<file path="src/rtl/gpio_seq_ctrl.sv">
// rtl/gpio_seq_ctrl.sv - Wishbone-programmable pattern sequencer driving a GPIO DATA_OUT register
module gpio_seq_ctrl #(
  parameter int                    ADDR_WIDTH     = 8,
  parameter int                    DEPTH          = 8,
  parameter logic [ADDR_WIDTH-1:0] GPIO_DATA_ADDR = 8'h00
) (
  input  logic                  clk,
  input  logic                  rst_n,
  input  logic [ADDR_WIDTH-1:0] s_addr,
  input  logic [31:0]           s_dat_i,
  input  logic                  s_we,
  input  logic [3:0]            s_sel,
  input  logic                  s_stb,
  output logic [31:0]           s_dat_o,
  output logic                  s_ack,
  output logic [ADDR_WIDTH-1:0] m_addr,
  output logic [31:0]           m_dat_o,
  output logic                  m_we,
  output logic [3:0]            m_sel,
  output logic                  m_stb,
  input  logic                  m_ack,
  output logic                  busy,
  output logic                  done_irq
);

  localparam logic [5:0] OFF_CTRL   = 6'h00;
  localparam logic [5:0] OFF_STATUS = 6'h01;
  localparam logic [5:0] OFF_PERIOD = 6'h02;
  localparam logic [5:0] OFF_LEN    = 6'h03;
  localparam int         OFF_PAT    = 8;

  typedef enum logic [1:0] {
    S_IDLE,
    S_WR,
    S_WAIT
  } state_t;

  state_t      state;
  logic [3:0]  idx;
  logic [15:0] cnt;
  logic        done_q;
  logic        stop_pend;

  logic        loop_q;
  logic [15:0] period_q;
  logic [3:0]  len_q;
  logic [31:0] pat [DEPTH];

  logic        acc;
  logic        wr_en;
  logic [5:0]  off;
  logic        start_req;
  logic        stop_req;
  logic [31:0] rdata;
  logic [15:0] eff_period;
  logic [3:0]  eff_len;
  logic        last;
  logic [3:0]  fetch_idx;
  logic [31:0] fetch_dat;
  logic        unused_addr;

  // Only word offsets within the low 256 bytes are decoded.
  assign unused_addr = ^s_addr;

  assign acc   = s_stb && !s_ack;
  assign wr_en = acc && s_we;
  assign off   = s_addr[7:2];

  // STOP wins over START when both bits are written together.
  assign start_req = wr_en && (off == OFF_CTRL) && s_sel[0] && s_dat_i[0] && !s_dat_i[2];
  assign stop_req  = wr_en && (off == OFF_CTRL) && s_sel[0] && s_dat_i[2];

  assign busy       = (state != S_IDLE);
  assign eff_period = (period_q == 16'd0) ? 16'd1 : period_q;
  assign eff_len    = (int'(len_q) > DEPTH) ? 4'(DEPTH) : len_q;
  assign last       = (idx == (eff_len - 4'd1));

  function automatic logic [31:0] byte_merge(input logic [31:0] old_v,
                                             input logic [31:0] new_v,
                                             input logic [3:0]  sel);
    logic [31:0] r;
    for (int b = 0; b < 4; b++) begin
      r[b*8 +: 8] = sel[b] ? new_v[b*8 +: 8] : old_v[b*8 +: 8];
    end
    return r;
  endfunction

  // Pattern entry that the next WR state will present; sampled on WR entry.
  always_comb begin
    fetch_idx = 4'd0;
    if (state == S_WAIT && !last) begin
      fetch_idx = idx + 4'd1;
    end
    fetch_dat = 32'd0;
    for (int i = 0; i < DEPTH; i++) begin
      if (fetch_idx == 4'(i)) begin
        fetch_dat = pat[i];
      end
    end
  end

  // Register read decode.
  always_comb begin
    rdata = 32'd0;
    case (off)
      OFF_CTRL:   rdata = {30'd0, loop_q, 1'b0};
      OFF_STATUS: rdata = {25'd0, idx[2:0], 2'b00, done_q, busy};
      OFF_PERIOD: rdata = {16'd0, period_q};
      OFF_LEN:    rdata = {28'd0, len_q};
      default: begin
        for (int i = 0; i < DEPTH; i++) begin
          if (off == 6'(OFF_PAT + i)) begin
            rdata = pat[i];
          end
        end
      end
    endcase
  end

  // Slave handshake: ack one cycle after strobe, capture read data in the access cycle.
  always_ff @(posedge clk or negedge rst_n) begin
    if (!rst_n) begin
      s_ack   <= 1'b0;
      s_dat_o <= 32'd0;
    end else begin
      s_ack <= acc;
      if (acc) begin
        s_dat_o <= rdata;
      end
    end
  end

  // Configuration registers; PERIOD/LEN are frozen while a sequence runs.
  always_ff @(posedge clk or negedge rst_n) begin
    if (!rst_n) begin
      loop_q   <= 1'b0;
      period_q <= 16'd0;
      len_q    <= 4'd0;
      for (int i = 0; i < DEPTH; i++) begin
        pat[i] <= 32'd0;
      end
    end else if (wr_en) begin
      case (off)
        OFF_CTRL: begin
          if (s_sel[0]) loop_q <= s_dat_i[1];
        end
        OFF_PERIOD: begin
          if (!busy) begin
            if (s_sel[0]) period_q[7:0]  <= s_dat_i[7:0];
            if (s_sel[1]) period_q[15:8] <= s_dat_i[15:8];
          end
        end
        OFF_LEN: begin
          if (!busy && s_sel[0]) len_q <= s_dat_i[3:0];
        end
        default: begin
          for (int i = 0; i < DEPTH; i++) begin
            if (off == 6'(OFF_PAT + i)) begin
              pat[i] <= byte_merge(pat[i], s_dat_i, s_sel);
            end
          end
        end
      endcase
    end
  end

  // Sequencer FSM with registered master-bus outputs.
  always_ff @(posedge clk or negedge rst_n) begin
    if (!rst_n) begin
      state     <= S_IDLE;
      idx       <= 4'd0;
      cnt       <= 16'd0;
      done_q    <= 1'b0;
      done_irq  <= 1'b0;
      stop_pend <= 1'b0;
      m_stb     <= 1'b0;
      m_we      <= 1'b0;
      m_sel     <= 4'd0;
      m_addr    <= '0;
      m_dat_o   <= 32'd0;
    end else begin
      done_irq <= 1'b0;
      case (state)
        S_IDLE: begin
          stop_pend <= 1'b0;
          if (start_req) begin
            if (eff_len == 4'd0) begin
              done_q   <= 1'b1;
              done_irq <= 1'b1;
            end else begin
              done_q  <= 1'b0;
              idx     <= 4'd0;
              state   <= S_WR;
              m_stb   <= 1'b1;
              m_we    <= 1'b1;
              m_sel   <= 4'hF;
              m_addr  <= GPIO_DATA_ADDR;
              m_dat_o <= fetch_dat;
            end
          end
        end
        S_WR: begin
          // A STOP here must let the outstanding transfer finish first.
          if (stop_req) stop_pend <= 1'b1;
          if (m_ack) begin
            m_stb <= 1'b0;
            m_we  <= 1'b0;
            m_sel <= 4'd0;
            if (stop_pend || stop_req) begin
              stop_pend <= 1'b0;
              idx       <= 4'd0;
              state     <= S_IDLE;
            end else begin
              cnt   <= eff_period;
              state <= S_WAIT;
            end
          end
        end
        S_WAIT: begin
          if (stop_req) begin
            idx   <= 4'd0;
            state <= S_IDLE;
          end else if (cnt <= 16'd1) begin
            if (!last || loop_q) begin
              idx     <= fetch_idx;
              state   <= S_WR;
              m_stb   <= 1'b1;
              m_we    <= 1'b1;
              m_sel   <= 4'hF;
              m_addr  <= GPIO_DATA_ADDR;
              m_dat_o <= fetch_dat;
            end else begin
              done_q   <= 1'b1;
              done_irq <= 1'b1;
              idx      <= 4'd0;
              state    <= S_IDLE;
            end
          end else begin
            cnt <= cnt - 16'd1;
          end
        end
        default: state <= S_IDLE;
      endcase
    end
  end

endmodule

</file>
<file path="config.mk">
export PLATFORM = sky130hd
export DESIGN_NAME = gpio_seq_ctrl
export DESIGN_NICKNAME = d
export VERILOG_FILES = /design/src/rtl/gpio_seq_ctrl.sv
export SDC_FILE = /design/constraint.sdc
export NUM_CORES = 1
export LEC_CHECK = 0
export ABC_AREA = 1
export BUFFER_PORTS_ARGS = -buffer_cell sky130_fd_sc_hd__buf_4
export CORE_MARGIN = 1
export CORE_UTILIZATION = 43
export DETAILED_ROUTE_END_ITERATION = 7
export HOLD_SLACK_MARGIN = 0.05
export PLACE_DENSITY_LB_ADDON = 0.08
export SLEW_MARGIN = 15
export SYNTH_ARGS = -nofsm -noshare
export SYNTH_HDL_FRONTEND = slang
export SYNTH_SLANG_ARGS = --single-unit
</file>
<file path="constraint.sdc">
create_clock -name clk -period 2.7 [get_ports clk]
set_input_delay 0.135 -clock clk [delete_from_list [all_inputs] [get_ports clk]]
set_output_delay 0.135 -clock clk [all_outputs]
set_load 0.01 [all_outputs]
</file>
---- Word-level counts from Yosys, hierarchy flattened ----
Cells that the tools add are included.
cells by class
  $add $sub $neg .......................... 3
  magnitude comparators ................... 2
  equality and inequality tests ........... 32
  muxes and demuxes ....................... 82
  bitwise logic cells ..................... 2
  reductions and logical operators ........ 68
operators with widths
  cell                   number
  $mux 32                21
  $reduce_and 4->1       35
  $pmux 32 s4            1
  $mux 16                5
  $pmux 32 s2            1
  $mux 4                 15
  $eq 6x4->1 const B     8
  $mux 8                 5
  $pmux 16 s2            1
  $pmux 4 s3             2
  $mux 1                 19
  $eq 4x3->1 const B     4
  $le 16x1->1 const B    1
  $logic_not 16->1       1
  $ne 2x2->1 const B     8
  $pmux 8 s2             1
  $sub 16x1->16 const B  1
  $eq 6x2->1 const B     2
  $mux 2                 6
  $reduce_and 6->1       2
  $reduce_and 5->1       2
  $logic_and 1x1->1      9
  $eq 4x2->1 const B     2
  $logic_not 4->1        2
  23 further kinds       35
storage, ports and cells
  register bits ........................... 380
  bits of input ports ..................... 49
  output and inout bits ................... 81

---- Longest topological paths before layout ----
  depth after elaboration ................. 20
  gate-level depth with buffers ........... 21

---- Least setup slack after synthesis ----
No wires, ideal clock.
  kind .................................... reg2reg
  from .................................... reg len_q[0]
  to ...................................... reg m_dat_o[14]
  data arrival time ....................... 2.361 ns
  required time ........................... 2.634 ns
  path slack .............................. 0.274 ns
  cell stages (with the launch flop) ...... 20
  clock period less this slack ............ 2.426 ns
  cell sequence ........................... dfrtp_1 -> nor2_2 -> nand2_1 -> nand2_1 -> nand2_1 -> ha_1 -> inv_1 -> nand2_1 -> nand2_1 -> nand3_1 -> nor2_4 -> nand2_4 -> nand3_4 -> inv_2 -> nor3_4 -> buf_6 -> nand2_1 -> nand4_1 -> nand2_1 -> nand2_1
on the way
  longest elaborated chain between the ends .. 20
  elaborated cells between the ends (all ways) .. 34
  those cells by class .................... add/sub (1); order compare (1); eq/ne (10); mux (16); reduce/logical (6)
ends and longest elaborated chain
  item                      line     text
  start: declaration        46       logic [3:0] len_q;
  start signal: assignment  154      if (!busy && s_sel[0]) len_q <= s_dat_i[3:0];
  $gt 4x4->1                75       assign eff_len = (int'(len_q) > DEPTH) ? 4'(DEPTH) : len_q;
  $mux 4 (*)                75
  $sub 4x1->4               76       assign last = (idx == (eff_len - 4'd1));
  $eq 4x4->1                76
  $logic_not 1->1           91, 224
  $logic_and 1x1->1         91       if (state == S_WAIT && !last) begin
  $mux 4                    91
  $logic_not 4->1           96       if (fetch_idx == 4'(i)) begin
  $mux 32 (8 in a row)      96
  $mux 32                   224      if (!last || loop_q) begin
  $mux 32                   223      end else if (cnt <= 16'd1) begin
  $mux 32                   220      if (stop_req) begin
  $pmux 32 s2               183      case (state)
  end signal: assignment    198      m_dat_o <= fetch_dat;
  end signal: assignment    231      m_dat_o <= fetch_dat;
  end: declaration          17       output logic [31:0] m_dat_o,
Mark *: on every way between the ends. The rest lies on a longest branch, timed or not. The select of a mux whose other input is x is not followed.
A chain may end at the register's enable or synchronous reset.

---- Worst setup path after layout ----
  from .................................... reg len_q[0]
  to ...................................... reg m_dat_o[7]
The elaborated chain is that of the path after synthesis.

==> metrics.cfg <==
[outcome]
outcome=finished clean

[routing]
dr.first_iter.drc_count=1655
routed_wl_um=61700
vias=17100
routedWlPerCell_um=19.9
antenna_left=0
drcViolationCount=0
routed_via_density=5.52
dr.pass1.iters=6

[layout]
drive_above_1_share_pct=15.9
nNetsFinal=2579
areaGrowthSynthToFinish_pct=23.1
n_fill_cell=3981
final_util_pct=53.7
antenna-diode-count=0
design_area_sq_mm=0.0225

[run]
cap_violations=0

[floorplan]
die_h_um=208
initial_core_util_pct=43.6
core_area_sq_mm=0.0419
die_w_um=208
io_pins=130
dieArea_sq_mm=0.0434
num_rows=75

[global_route]
antenna_found_initial=0
grt_pass1_wl_um=94800
grt_pass1_vias=16300
grt_max_degree=95
track_usage_pct=28.1
grt_overflow=0

[sta]
finalSetupViolations=0
fin_crit_sh_pct=98.9
maxSlewHeadroom_pct=42.6
drv_slew=0
tightest_slew_ps=861
clock_skew_ps=14.2
rsz0062_at_grt=yes
hold_viol_final=0
max_freq_mhz=375
period_needed_ps=2670

[synthesis]
synth-edff-count=0
netlist_area_sq_mm=0.0183
seq_area_frac_synth_pct=50.4
synth_common_cells=682 x nand2_1, 368 x dfrtp_1, 331 x o21ai_0
synth_area_leaders=dfrtp_1 50%, nand2_1 14%, o21ai_0 9.1%
yosys.area.top_type_share_pct=50.4
yosysMostFrequentCell=nand2_1
ys.flop_type=dfrtp_1
yosysTopAreaCell=dfrtp_1
syn_avg_cell_area_sq_um=7.82
synth.distinct_cells=48
ys_seq_elements=368
ys_async_sr_fraction_pct=100
synth_cells=2340
synth_warnings=0

[power_and_ir_drop]
cellPowerDensity_mw_per_mm2=612
seqPwrFrac_pct=45.0
p_int_uw=9870
irDropWorstVdd_v=0.000410
p_clk_share_pct=40.8
switchingPower_uw=3910
pwr-share-comb_pct=14.2
p_leak_uw=0.0105
switching_share_pct=28.4

[cts]
cts.sinks=368
cts_tree=done
clockRootBuffer=clkbuf_16
cts_buffer_depth=3
path_clk_slew_ps=60
cts_made_buffers=42
clk_latency_ps=570
cts_max_level=2

[setup_path]
cpPeakStageDelay_ps=390
reg2reg_slack_ps=30
cp.arrival_ps=3170
path_cells=nor2_2 > nand2_1 > nand2_2 > nand2_2 > ha_4 > nand2_2 > nand2_2 > nand3_2 > nor2_4 > nand2_8 > buf_6 > nand3_4 > inv_6 > nor3_4 > buf_6 > clkbuf_16 > nand2_1 > nand4_1 > nand2_1 > nand2_1
worst_path_max_delay_cell=dfrtp_1
crit_path_end_kind=register
path_class=register to register
critPathRequiredTime_ps=3200
cp-start-kind=register
critPathMaxFanout=7

[placement]
dp_hpwl_um=40700
place_area_sq_mm=0.0203
gp_congestion=0.897
io_buffers=119

[worst_hold_path]
holdCritPathClass=input pin to register

## stage by stage
| stage | power, uW | hold slack (ps) | setup TNS (ps) | worst slack (ps) | std cells |
|---|---|---|---|---|---|
| 5_1_grt | 14400 | 104 | -2740 | -129 | 3094 |
| 6_report | 13800 | 94.3 | 0 | 30.2 | 3094 |
| 2_1_floorplan | 7260 | -161 | 0 | 274 | 2347 |
| 3_3_place_gp | 8030 | 248 | -3050 | -154 | 2968 |
| 4_1_cts | 13700 | 59.9 | 0 | 15.7 | 3077 |
| 3_5_place_dp | 8060 | 260 | -3780 | -182 | 2968 |
## power groups by stage
| stage | registers [uW] | logic (uW) | clock network, uW |
|---|---|---|---|
| 6_report | 6200 | 1960 | 5620 |
| 3_3_place_gp | 6270 | 1760 | 0 |
| 3_5_place_dp | 6280 | 1780 | 0 |
| 4_1_cts | 6190 | 1830 | 5730 |
| 2_1_floorplan | 6210 | 1050 | 0 |
| 5_1_grt | 6240 | 2180 | 5950 |
## final cells by class
class                   instances  area (sq um)  area share [%]
inverters                     194           733            3.26
well taps                     539           674            3.00
multi-input cells            1658          8090            35.9
repair buffers                262          2480            11.0
flip-flops and latches        368          9210            40.9
clock inverters                13           134           0.595
clock buffers                  60          1200            5.32
## registers in the layout (all words and copies together), names as in the netlist, 2 cells and up
register and flops:
idx 4, period_q 16, state 2, pat 256
s_dat_o 32, cnt 16, len_q 4, m_dat_o 32
## per-layer routing
| layer | GRT usage (%) | vias to the layer above | routed length [um] |
|---|---|---|---|
| li1 | - | 8154 | - |
| met1 | 39.9 | 8245 | 28200 |
| met2 | 44.2 | 583 | 28300 |
| met3 | 4.48 | 92 | 3660 |
| met4 | 8.79 | 0 | 1540 |
| met5 | 0 | - | 0 |
## critical path: cells and delay by family, from the launching register on
kind                       cells  cell delay [ps]
adders and majority gates      1              280
buffers and inverters          4              550
DFF                            1              390
and+or+nand+nor               15             1380
## kinds of logic after synthesis
group | share of synthesized area, %
flip-flops | 50.4
AO/OA/AOI/OAI | 16.5
XOR/XNOR | 0.287
AND/OR/NAND/NOR | 25.2
adder cells (fa/ha/maj) | 0.274
other | 0.0205
buffers and inverters | 7.20
multiplexers | 0.164
## final timing paths
| check | from | end | depth (start not counted) |
|---|---|---|---|
| hold / removal | s_addr[4] | loop_q | 5 |
| max in group asynchronous | rst_n | pat[89] | 3 |
| min in group asynchronous | rst_n | s_dat_o[4] | 2 |
| setup / recovery | len_q[0] | m_dat_o[7] | 20 |
| hold reg to reg | s_dat_o[3] | s_dat_o[3] | 2 |
| setup reg to reg | len_q[0] | m_dat_o[7] | 20 |
## cells in the final DEF, fill, tap and decap left out, drive strengths merged, types with 6 or more instances in the layout
cell type	instances
nand4	62
dlygate4sd3	36
buf	223
dfrtp	368
a21oi	122
nand2	686
o2111ai	13
nor2	133
inv	196
xor2	6
nor3	13
clkbuf	63
a221oi	8
o21ai	363
clkinv	9
nor4	6
o211ai	14
a22oi	13
nand3	178
conb	8
o22ai	14
## repair_timing
item / CTS / global route
setup buffers: 0 / 12
hold buffers: 36 / 0
pin swaps: 0 / 21
setup endpoints to repair: 30 / 32
gates cloned: 0 / 5
gates resized for setup: 3 / 95
hold endpoints to repair: 337 / 0
(Power assumes the default switching activity.)
